===== src/rtl/seq_shifter_if.sv =====
// Request/response bundle for seq_shifter: operand, opcode and amount in; result and carry out.
// Both directions use valid/ready handshakes, and flush aborts the current operation.
interface seq_shifter_if #(
   parameter int unsigned WIDTH   = 16,
   parameter int unsigned SHAMT_W = 5
);
   logic               in_valid;
   logic               in_ready;
   logic [2:0]         op;
   logic [SHAMT_W-1:0] amt;
   logic [WIDTH-1:0]   bin;
   logic               flush;
   logic               out_valid;
   logic               out_ready;
   logic [WIDTH-1:0]   out;
   logic               carry;

   modport master (
      output in_valid, op, amt, bin, flush, out_ready,
      input  in_ready, out_valid, out, carry
   );

   modport slave (
      input  in_valid, op, amt, bin, flush, out_ready,
      output in_ready, out_valid, out, carry
   );
endinterface


===== src/rtl/seq_shifter.sv =====
// Multi-cycle shifter/rotator: shifts up to STEP bits per clock (LSL/LSR/ASR/ROL/ROR).
// Reports the last bit shifted out as carry, with valid/ready handshakes on both sides.
module seq_shifter #(
   parameter int unsigned WIDTH   = 16,
   parameter int unsigned SHAMT_W = 5,
   parameter int unsigned STEP    = 1
) (
   input logic          clk,
   input logic          reset_n,
   seq_shifter_if.slave bus
);

   localparam logic [2:0] OpLsl = 3'b001;
   localparam logic [2:0] OpLsr = 3'b010;
   localparam logic [2:0] OpAsr = 3'b011;
   localparam logic [2:0] OpRol = 3'b100;
   localparam logic [2:0] OpRor = 3'b101;

   typedef enum logic [1:0] {StIdle, StShift, StDone} state_e;

   state_e             state_q, state_d;
   logic [2:0]         op_q, op_d;
   logic [SHAMT_W-1:0] cnt_q, cnt_d;
   logic [WIDTH-1:0]   work_q, work_d;
   logic [WIDTH-1:0]   out_q, out_d;
   logic               carry_q, carry_d;

   logic [31:0]        step_s;
   logic [WIDTH-1:0]   step_w;
   logic               step_c;

   function automatic logic is_pass(input logic [2:0] o);
      return (o == 3'b000) || (o[2:1] == 2'b11);
   endfunction

   // One clock's worth of work: min(STEP, count) single-bit steps chained combinationally.
   always_comb begin
      step_s = (32'(cnt_q) < STEP) ? 32'(cnt_q) : 32'(STEP);
      step_w = work_q;
      step_c = 1'b0;
      for (int unsigned i = 0; i < STEP; i++) begin
         if (i < step_s) begin
            case (op_q)
               OpLsl: begin
                  step_c = step_w[WIDTH-1];
                  step_w = {step_w[WIDTH-2:0], 1'b0};
               end
               OpLsr: begin
                  step_c = step_w[0];
                  step_w = {1'b0, step_w[WIDTH-1:1]};
               end
               OpAsr: begin
                  step_c = step_w[0];
                  step_w = {step_w[WIDTH-1], step_w[WIDTH-1:1]};
               end
               OpRol: begin
                  step_c = step_w[WIDTH-1];
                  step_w = {step_w[WIDTH-2:0], step_w[WIDTH-1]};
               end
               OpRor: begin
                  step_c = step_w[0];
                  step_w = {step_w[0], step_w[WIDTH-1:1]};
               end
               default: ;
            endcase
         end
      end
   end

   always_comb begin
      state_d = state_q;
      op_d    = op_q;
      cnt_d   = cnt_q;
      work_d  = work_q;
      out_d   = out_q;
      carry_d = carry_q;

      if (bus.flush) begin
         // Abort without touching the presented result.
         state_d = StIdle;
      end else begin
         unique case (state_q)
            StIdle: begin
               if (bus.in_valid) begin
                  op_d   = bus.op;
                  cnt_d  = bus.amt;
                  work_d = bus.bin;
                  if (is_pass(bus.op) || (bus.amt == '0)) begin
                     out_d   = bus.bin;
                     carry_d = 1'b0;
                     state_d = StDone;
                  end else begin
                     state_d = StShift;
                  end
               end
            end
            StShift: begin
               work_d = step_w;
               cnt_d  = cnt_q - SHAMT_W'(step_s);
               if (32'(cnt_q) == step_s) begin
                  out_d   = step_w;
                  carry_d = step_c;
                  state_d = StDone;
               end
            end
            StDone: begin
               if (bus.out_ready) state_d = StIdle;
            end
            default: state_d = StIdle;
         endcase
      end
   end

   always_ff @(posedge clk or negedge reset_n) begin
      if (!reset_n) begin
         state_q <= StIdle;
         op_q    <= '0;
         cnt_q   <= '0;
         work_q  <= '0;
         out_q   <= '0;
         carry_q <= 1'b0;
      end else begin
         state_q <= state_d;
         op_q    <= op_d;
         cnt_q   <= cnt_d;
         work_q  <= work_d;
         out_q   <= out_d;
         carry_q <= carry_d;
      end
   end

   assign bus.in_ready  = (state_q == StIdle);
   assign bus.out_valid = (state_q == StDone);
   assign bus.out       = out_q;
   assign bus.carry     = carry_q;

endmodule

===== src/flat_wrapper.sv =====
// flat-port wrapper written by rule: the top's interface ports become plain ports
module seq_shifter_flat 
#(
   parameter int unsigned WIDTH   = 16,
   parameter int unsigned SHAMT_W = 5,
   parameter int unsigned STEP    = 1
)
  (clk, reset_n, bus_in_valid, bus_op, bus_amt, bus_bin, bus_flush, bus_out_ready, bus_in_ready, bus_out_valid, bus_out, bus_carry);
  seq_shifter_if #(.WIDTH(WIDTH), .SHAMT_W(SHAMT_W)) bus_i ();
  input logic clk;
  input logic reset_n;
  input wire logic [$bits(bus_i.in_valid)-1:0] bus_in_valid;
  input wire logic [$bits(bus_i.op)-1:0] bus_op;
  input wire logic [$bits(bus_i.amt)-1:0] bus_amt;
  input wire logic [$bits(bus_i.bin)-1:0] bus_bin;
  input wire logic [$bits(bus_i.flush)-1:0] bus_flush;
  input wire logic [$bits(bus_i.out_ready)-1:0] bus_out_ready;
  output wire logic [$bits(bus_i.in_ready)-1:0] bus_in_ready;
  output wire logic [$bits(bus_i.out_valid)-1:0] bus_out_valid;
  output wire logic [$bits(bus_i.out)-1:0] bus_out;
  output wire logic [$bits(bus_i.carry)-1:0] bus_carry;
  assign bus_i.in_valid = bus_in_valid;
  assign bus_i.op = bus_op;
  assign bus_i.amt = bus_amt;
  assign bus_i.bin = bus_bin;
  assign bus_i.flush = bus_flush;
  assign bus_i.out_ready = bus_out_ready;
  assign bus_in_ready = bus_i.in_ready;
  assign bus_out_valid = bus_i.out_valid;
  assign bus_out = bus_i.out;
  assign bus_carry = bus_i.carry;
  seq_shifter #(.WIDTH(WIDTH), .SHAMT_W(SHAMT_W), .STEP(STEP)) u_core (.clk(clk), .reset_n(reset_n), .bus(bus_i));
endmodule

===== config.mk =====
export PLATFORM = sky130hd
export DESIGN_NAME = seq_shifter_flat
export DESIGN_NICKNAME = d
export VERILOG_FILES = /design/src/rtl/seq_shifter_if.sv /design/src/rtl/seq_shifter.sv /design/src/flat_wrapper.sv
export SDC_FILE = /design/constraint.sdc
export NUM_CORES = 1
export LEC_CHECK = 0
export BUFFER_PORTS_ARGS = -buffer_cell sky130_fd_sc_hd__buf_2
export CAP_MARGIN = 20
export CORE_ASPECT_RATIO = 0.75
export CORE_MARGIN = 5
export CORE_UTILIZATION = 52
export CTS_CLUSTER_DIAMETER = 50
export CTS_CLUSTER_SIZE = 16
export DETAILED_ROUTE_END_ITERATION = 12
export PLACE_DENSITY_LB_ADDON = 0.1
export SLEW_MARGIN = 20
export SYNTH_ARGS = -nofsm -noshare
export SYNTH_HDL_FRONTEND = slang
export SYNTH_SLANG_ARGS = --single-unit

===== constraint.sdc =====
create_clock -name clk -period 1.8 [get_ports clk]
set_input_delay 0.18 -clock clk [delete_from_list [all_inputs] [get_ports clk]]
set_output_delay 0.18 -clock clk [all_outputs]
set_load 0.05 [all_outputs]

==> results.md <==
- Tot GR Track Use: 0.2273
- Main synth FF type: dfrtp_1
- Int Pwr: 2958 uW
- Initial antenna violation count: 0
- Vias in the first global route: 2,781
- Worst Hold Class: in -> reg
- Pin count of the biggest net entering global routing: 42
- DIE AREA: 7612 um^2
- First-pass GRT wire length: 14.10 mm
- Violated checks: setup timing
- FF/Latch Area: between 1000 and 1500 um^2
- Area delta synth->final: 27.53%
- Post-Layout Inst Area: 3948 um^2
- Final Util: 0.6811
- Core footprint: 5796 um^2
- Clock share of power: 0.115
- WS Path Type: reg -> reg
- Max cap viols: 0
- Max layer used: met4
- Clk sink count: 43
- Gate Count Post-Synth: 324
- Post-synth ARST share: 1.000
- Number of synthesized register bits: 43
- Via count: 2,970
- DRT antenna net count: 0
- Area occupied by multi-input gates: roughly 2000 um^2
- Max Slew Vio Count: 0
- Root Buffer: clkbuf_8
- Setup tns final: -0.006364 ns
- Status: finished with violations
- H-tree Lvls: 2
- Clock transition at path regs: 0.10 ns
- Comb pwr share: 0.591
- Avg Cell Area, Syn: 9.554 um^2
- Starting DRT DRC Count: 245
- Inserted Clock Buffers: 5
- CTS tree: done
- Starting density of the core: 0.5341
- Top-area cell type share of the netlist area: 0.3476
- Worst path bufs/invs: 2
- Synth cell types: 57
- Element type at the critical path end: flop
- Wire length on met2: 3.762 mm
- Post-synth design cell area: 3095 um^2
- Post-synth EDFFs: 0
- CP delay by family, top: compound AO/OA/AOI/OAI gates
- Top cells by area, synth: dfrtp_1, mux2i_1, a221oi_2
- Worst slew pin tran: 0.5136 ns
- Remaining global-route overflow: 0
- Fmax: 0.5537 GHz
- N_diodes: 0
- CP cell instances: buf_4, buf_6, a221oi_4, mux2i_1, o221ai_1
- DR vias/cell: 6.266
- DP Area: approximately 3600 um^2
- Flop pwr share: 0.294
- Crit-path max cell delay: 0.46 ns
- P_sw: 2809 uW
- CP max stage cell: dfrtp_2
- Synth warn: 0
- Half-perimeter wire length after placement: 6.207 mm
- Switch share: 0.4871
- Pwr per Cell Area: ~1500 nW/um^2
- # IOs: 48
- Skew final: 0.01040 ns
- Die height: 76.82 um
- Pleak: 0.001644 uW
- # port buffers: 47
- GP Congestion: 0.9523
- WL/cell: 18.65 um
- Clock Tree Buf Depth: 2
- Syn Nets: 354
- Largest area contributor in the netlist: dfrtp_1
- Worst-path fanout max: 23
- Final WL: 8.838 mm
- Fin. Hold Viols: 0
- Post-route minimum period: 1.806 ns
- Unrepaired setup endpoints after global routing: true
- Max_slew headroom: 0.6553
- Fill cells: 454
- Final WS setup: -0.005946 ns
- Fin crit share: 1.003
- DR pass1 iterations: 5
- VDD IR max: 0.8098 mV
- FP Rows: 24
- WL met3: 720 um
- Arrival time worst endpoint: 1.97 ns
- Final Power: 5767 uW
- Worst Path Required: 1.97 ns
- Register area share after synthesis: 0.3476
- Share of post-route cells with drive strength above 1: 0.3662
- DRC Markers: 0
- Die W: 99.09 um
- Fin nets: 425
- Latest clock arrival within the worst-skew pair: 0.30 ns
- CP Launch Type: flop
- Final setup vio count: 2
- WL met1: 4.305 mm
-- cell usage in the layout, fill, tap and decap left out, drive strengths merged, types with 3 or more instances in the layout --
master / Yosys / final
a211o: 3 / 3
a211oi: 8 / 8
a21o: 3 / 3
a21oi: 9 / 9
a221o: 4 / 4
a221oi: 15 / 15
a22oi: 7 / 7
a2bb2oi: 6 / 6
a31oi: 8 / 8
and3b: 3 / 3
buf: 19 / 95
clkbuf: 14 / 6
clkinvlp: 0 / 3
dfrtp: 43 / 43
inv: 3 / 4
mux2: 8 / 8
mux2i: 13 / 13
nand2: 28 / 28
nand2b: 14 / 14
nand3b: 3 / 3
nor2: 13 / 13
nor2b: 5 / 5
nor3: 7 / 7
nor3b: 7 / 7
nor4b: 8 / 8
o211ai: 10 / 10
o21ai: 21 / 21
o221ai: 10 / 10
o2bb2ai: 11 / 11
-- kinds of logic (layout without fill, tap and decap cells) --
family | Yosys count | count (layout) | share of synthesized area
multiplexers | 21 | 21 | 0.07114
AND/OR/NAND/NOR | 99 | 99 | 0.1876
buffers and inverters | 37 | 109 | 0.06345
adder cells (fa/ha/maj) | 1 | 1 | 0.004041
flip-flops | 43 | 43 | 0.3476
AO/OA/AOI/OAI | 123 | 123 | 0.3262
-- Yosys cell counts, drive strengths merged, types with 8 or more instances --
cell     number
mux2          8
o2bb2ai      11
nand2        28
clkbuf       14
a211oi        8
a31oi         8
nor4b         8
o211ai       10
buf          19
mux2i        13
nand2b       14
a21oi         9
nor2         13
o221ai       10
o21ai        21
dfrtp        43
a221oi       15
-- cell type report --
class,instances,area share
multi-input combinational,244,0.4967
sequential,43,0.2735
timing repair buffer,97,0.1769
tap,78,0.02472
clock buffer,5,0.01743
clock inverter,3,0.006022
inverter,4,0.004754
-- registers in the layout, indices dropped and copies added (netlist names) --
signal / cells
u_core.bus.carry: 1
u_core.cnt_q: 5
u_core.state_q: 2
u_core.op_q: 3
u_core.work_q: 16
u_core.bus.out: 16
-- power groups by stage --
stage | clock network, uW | registers, uW | logic [uW]
3_5_place_dp | 0 | 1660 | 3080
3_3_place_gp | 0 | 1660 | 3050
5_1_grt | 729 | 1750 | 3660
4_1_cts | 666 | 1640 | 3090
6_report | 662 | 1700 | 3410
2_1_floorplan | 0 | 2240 | 1580
-- timing repair --
| action | 4_1_cts | 5_1_grt |
|---|---|---|
| setup buffers | 0 | 8 |
| resized for setup | 1 | 30 |
| endpoints found under the setup margin | 1 | 33 |
| pin swaps | 0 | 33 |
| hold endpoints to repair | 18 | 0 |
| hold buffers | 1 | 0 |
| gates cloned | 0 | 1 |
-- final timing paths --
| path | from | end | slack (ns) | depth (start not counted) |
|---|---|---|---|---|
| max | u_core.op_q[2] | u_core.bus.out[0] | -0.006 | 5 |
| min | bus_flush | u_core.state_q[0] | 0.13 | 2 |
| max reg2reg | u_core.op_q[2] | u_core.bus.out[0] | -0.006 | 5 |
| min reg2reg | u_core.bus.out[15] | u_core.bus.out[15] | 0.50 | 1 |
| max in group asynchronous | reset_n | u_core.op_q[2] | 0.93 | 3 |
| min in group asynchronous | reset_n | u_core.work_q[13] | 0.36 | 2 |
-- metal layers --
metal  global-route usage  up-vias
li1                     -     1411
met1               0.3498     1425
met2               0.3224      130
met3              0.05077        4
met4              0.04911        0
met5                    0        -
-- per-stage QoR --
step           setup slack [ns]  cells  hold WS, ns
2_1_floorplan           0.09201    324      -0.1156
6_report              -0.005946    474       0.1334
3_3_place_gp            0.03643    456       0.1695
4_1_cts               0.0005596    465       0.1358
5_1_grt                -0.09807    474       0.1361
3_5_place_dp            0.01485    456       0.1724
Note: power is estimated with default switching activity, not from simulation.
